### src/rtl/pipe_stage.sv
// Elastic valid/ready pipeline register with a 2-entry skid buffer (main + skid).
// Optional synchronous flush is compiled in when PIPE_STAGE_FLUSH_EN is defined.
module pipe_stage #(
  parameter int               WIDTH     = 32,
  parameter logic [WIDTH-1:0] RESET_VAL = {WIDTH{1'b0}}
) (
  input  logic             clk,
  input  logic             rst,
  input  logic             in_valid,
  output logic             in_ready,
  input  logic [WIDTH-1:0] in_data,
  output logic             out_valid,
  input  logic             out_ready,
  output logic [WIDTH-1:0] out_data,
`ifdef PIPE_STAGE_FLUSH_EN
  input  logic             flush,
`endif
  output logic [1:0]       occupancy
);

  typedef enum logic [1:0] {
    EMPTY = 2'd0,
    ONE   = 2'd1,
    FULL  = 2'd2
  } state_t;

  state_t           state_q, state_d;
  logic [WIDTH-1:0] main_q, skid_q;
  logic             load_main_in, load_main_skid, load_skid_in;
  logic             accept, release_beat, flush_now;

  // Handshake signals decode only registered state, so out_ready never reaches in_ready
  assign in_ready     = (state_q != FULL) & ~rst;
  assign out_valid    = (state_q != EMPTY);
  assign occupancy    = state_q;
  assign out_data     = main_q;
  assign accept       = in_valid & in_ready;
  assign release_beat = out_valid & out_ready;

`ifdef PIPE_STAGE_FLUSH_EN
  assign flush_now = flush;
`else
  assign flush_now = 1'b0;
`endif

  always_comb begin
    state_d        = state_q;
    load_main_in   = 1'b0;
    load_main_skid = 1'b0;
    load_skid_in   = 1'b0;
    if (flush_now) begin
      state_d = EMPTY;
    end else begin
      case (state_q)
        EMPTY: begin
          if (accept) begin
            load_main_in = 1'b1;
            state_d      = ONE;
          end
        end
        ONE: begin
          if (accept && release_beat) begin
            load_main_in = 1'b1;
          end else if (accept) begin
            load_skid_in = 1'b1;
            state_d      = FULL;
          end else if (release_beat) begin
            state_d = EMPTY;
          end
        end
        FULL: begin
          if (release_beat) begin
            load_main_skid = 1'b1;
            state_d        = ONE;
          end
        end
        default: state_d = EMPTY;
      endcase
    end
  end

  always_ff @(posedge clk or posedge rst) begin
    if (rst) begin
      state_q <= EMPTY;
      main_q  <= RESET_VAL;
      skid_q  <= RESET_VAL;
    end else begin
      state_q <= state_d;
      if (load_main_in) begin
        main_q <= in_data;
      end else if (load_main_skid) begin
        main_q <= skid_q;
      end
      if (load_skid_in) begin
        skid_q <= in_data;
      end
    end
  end

endmodule

### config.mk
export PLATFORM = sky130hd
export DESIGN_NAME = pipe_stage
export DESIGN_NICKNAME = d
export VERILOG_FILES = /design/src/rtl/pipe_stage.sv
export SDC_FILE = /design/constraint.sdc
export NUM_CORES = 1
export LEC_CHECK = 0
export ABC_AREA = 1
export BUFFER_PORTS_ARGS = -buffer_cell sky130_fd_sc_hd__buf_4
export CORE_MARGIN = 2
export CORE_UTILIZATION = 40
export DETAILED_ROUTE_END_ITERATION = 10
export PLACE_DENSITY = 0.67
export RECOVER_POWER = 100
export SLEW_MARGIN = 40
export SYNTH_ARGS = -nofsm -noshare
export SYNTH_HDL_FRONTEND = slang
export SYNTH_SLANG_ARGS = --single-unit
### constraint.sdc
create_clock -name clk -period 3.45 [get_ports clk]
set_input_delay 0.69 -clock clk [delete_from_list [all_inputs] [get_ports clk]]
set_output_delay 0.69 -clock clk [all_outputs]
set_load 0.02 [all_outputs]
==> results.json <==
{
  "finClkSkew_ns": 0.00727,
  "status": "finished, violations left",
  "ys_ff_latch": 66,
  "fmax_mhz": 388,
  "p_clk_share_pct": 28.2,
  "die_h_um": 93.3,
  "yosysTopAreaCellShare_pct": 51.8,
  "finalSetupViolations": 0,
  "post_cts_resize_count": 0,
  "synth_nets": 470,
  "period_needed_ns": 2.58,
  "synth_top_cells_by_area": "dfrtp_1 (52%), nand2_1 (27%), o21ai_0 (5.3%)",
  "critPathArrivalTime_ns": 2.80,
  "seqPwrFrac_pct": 47.6,
  "rsz0062_at_grt": "no",
  "port_buffers": 71,
  "wl_per_cell_um": 13.1,
  "first_pass_iters": 6,
  "dp_cells": 587,
  "netlist_area_um2": 3190,
  "clk_latency_ns": 0.34,
  "slew_headroom_pct": -8.36,
  "area_growth_pct": 20.3,
  "cts_sinks": 66,
  "avgViaCountPerCell": 4.86,
  "grtUsageTotal_pct": 19.5,
  "netlist_instances": 434,
  "synth.largest_area_cell": "dfrtp_1",
  "via_count": 2934,
  "core_area_um2": 7730,
  "n_antenna_cell": 0,
  "detailedPlace.worstSlack_ns": 1.01,
  "hold_viol": 0,
  "grt_overflow": 0,
  "cp-end-kind": "flop",
  "pwr_density_cell_nw_per_um2": 618,
  "ys_seq_area_share_pct": 51.8,
  "layout_setup_ws_ns": 0.871,
  "slew_viol_final": 67,
  "cts_tree": "built",
  "root_buffer": "clkbuf_8",
  "wl_um": 7940,
  "violations": "max-capacitance violations, max-slew violations",
  "drt_iter0_drc": 226,
  "clk_pin_slew_ns": 0.07,
  "ctsHoldBuffers": 0,
  "final_net_count": 533,
  "grt_pass1_wl_um": 13300,
  "gp_congestion": 0.807,
  "fin_crit_sh_pct": 74.8,
  "ir_drop_mv": 0.249,
  "synth.avg_cell_area_um2": 7.35,
  "grt_pass1_vias": 2761,
  "fill_cells": 798,
  "crit_type": "in -> reg",
  "critPathMaxFanout": 34,
  "antenna_found_initial": 0,
  "final_cells": 604,
  "startpoint_type": "input pin",
  "dp_hpwl_um": 4890,
  "start_util_pct": 41.3,
  "tightestPinTransition_ns": 1.63,
  "intPower_mw": 1.56,
  "power.switching_uw": 808,
  "ant_nets": 0,
  "num_rows": 32,
  "htree_levels": 3,
  "netSwitchingFraction_pct": 34.1,
  "die_area_um2": 8700,
  "pwr-share-comb_pct": 24.2,
  "drive_gt1_share_pct": 12.0,
  "holdCritPathClass": "reg -> reg",
  "clock_path_buffers": 2,
  "cts_setup_buffers": 0,
  "cap_violations": 1,
  "leakage_nw": 2.02,
  "yosysWarnings": 0,
  "setup_tns_ns": 0,
  "die_x_um": 93.3,
  "critPathRequiredTime_ns": 3.67,
  "cts_buffers": 9,
  "num_io_pins": 72,
  "grt_max_degree": 67,
  "ys_types": 14,
  "drc": 0
}
## power groups by stage
stage | Sequential [mW] | Clock [mW] | Combinational [mW]
after detailed placement | 1.14 | 0 | 0.663
after global placement | 1.14 | 0 | 0.649
after CTS | 1.13 | 0.679 | 0.665
after floorplan | 1.24 | 0 | 0.284
after global routing | 1.16 | 0.717 | 0.659
final | 1.13 | 0.669 | 0.574
## synth_stat cells (all sizes together)
cell / number
nor2: 5
o21ai: 34
nand2: 230
buf: 18
dfrtp: 66
inv: 41
clkbuf: 6
nand3: 34
## layout make-up
| cell class | instances | area (um^2) | area share (%) |
|---|---|---|---|
| Clock buffer | 12 | 155 | 4.05 |
| Clock inverter | 4 | 50.0 | 1.31 |
| Inverter | 41 | 154 | 4.01 |
| Sequential cell | 66 | 1650 | 43.1 |
| Multi-Input combinational cell | 303 | 1250 | 32.5 |
| Timing Repair Buffer | 76 | 449 | 11.7 |
| Tap cell | 102 | 128 | 3.33 |
## logic make-up (layout without fill, tap and decap cells)
kind of cell	Yosys count	count (layout)	share of synthesized area, %
flip-flops	66	66	51.8
buffers and inverters	65	133	8.83
AND/OR/NAND/NOR	269	269	34.0
AO/OA/AOI/OAI	34	34	5.34
## flip-flops by register name, summed over array words and instances (netlist names)
name / flops
out_data: 32
skid_q: 32
occupancy: 2
## routing by layer
metal  track usage (%)  part of all wire (%)  up-vias
li1                  -                     -     1443
met1              28.8                    48     1377
met2              27.9                    43      103
met3              3.87                   7.1       11
met4              7.97                   1.2        0
met5                 0                     0        -
## stage by stage
| stage | util [%] | area (um^2) | hold slack [ns] | power [mW] |
|---|---|---|---|---|
| 2_1_floorplan | - | 3190 | 0.442 | 1.52 |
| 3_3_place_gp | 48.5 | 3750 | 0.453 | 1.79 |
| 3_5_place_dp | 48.6 | 3760 | 0.459 | 1.80 |
| 4_1_cts | 51.3 | 3960 | 0.476 | 2.47 |
| 5_1_grt | 49.6 | 3830 | 0.499 | 2.53 |
| 6_report | 49.6 | 3830 | 0.473 | 2.37 |
## critical path, cell delays in order
cell and delay (ns):
clkbuf_1 0.11, inv_1 0.16, nand3_4 0.33, nor2_1 1.08, buf_16 0.24, nand2_1 0.07, nand2_1 0.06, nand2_1 0.05
## cells in the final DEF (no fill, tap or decap)
master | Yosys | routed
clkinvlp_4 | 0 | 2
nand3_1 | 33 | 33
inv_1 | 38 | 39
nor2_1 | 2 | 3
clkbuf_2 | 0 | 1
o21ai_0 | 34 | 34
clkbuf_8 | 0 | 11
clkbuf_1 | 6 | 38
nand2_1 | 229 | 229
nor2_4 | 2 | 1
nor2_2 | 1 | 1
dfrtp_1 | 66 | 66
buf_16 | 0 | 1
clkbuf_4 | 0 | 1
nand3_4 | 1 | 1
clkinv_2 | 0 | 1
inv_2 | 3 | 2
buf_4 | 6 | 36
nand2_2 | 1 | 1
bufinv_16 | 0 | 1
## worst paths after layout
path | from | end | slack (ns) | cells past startpoint
worst max register to register | occupancy[0] | out_data[15] | 0.95 | 8
worst min-delay path | skid_q[17] | skid_q[17] | 0.47 | 2
max in group asynchronous | rst | skid_q[30] | 1.40 | 3
min in group asynchronous | rst | out_data[6] | 1.10 | 3
worst max-delay path | rst | out_data[15] | 0.87 | 8
worst min register to register | skid_q[17] | skid_q[17] | 0.47 | 2
Power figures use the tool's default switching activity.
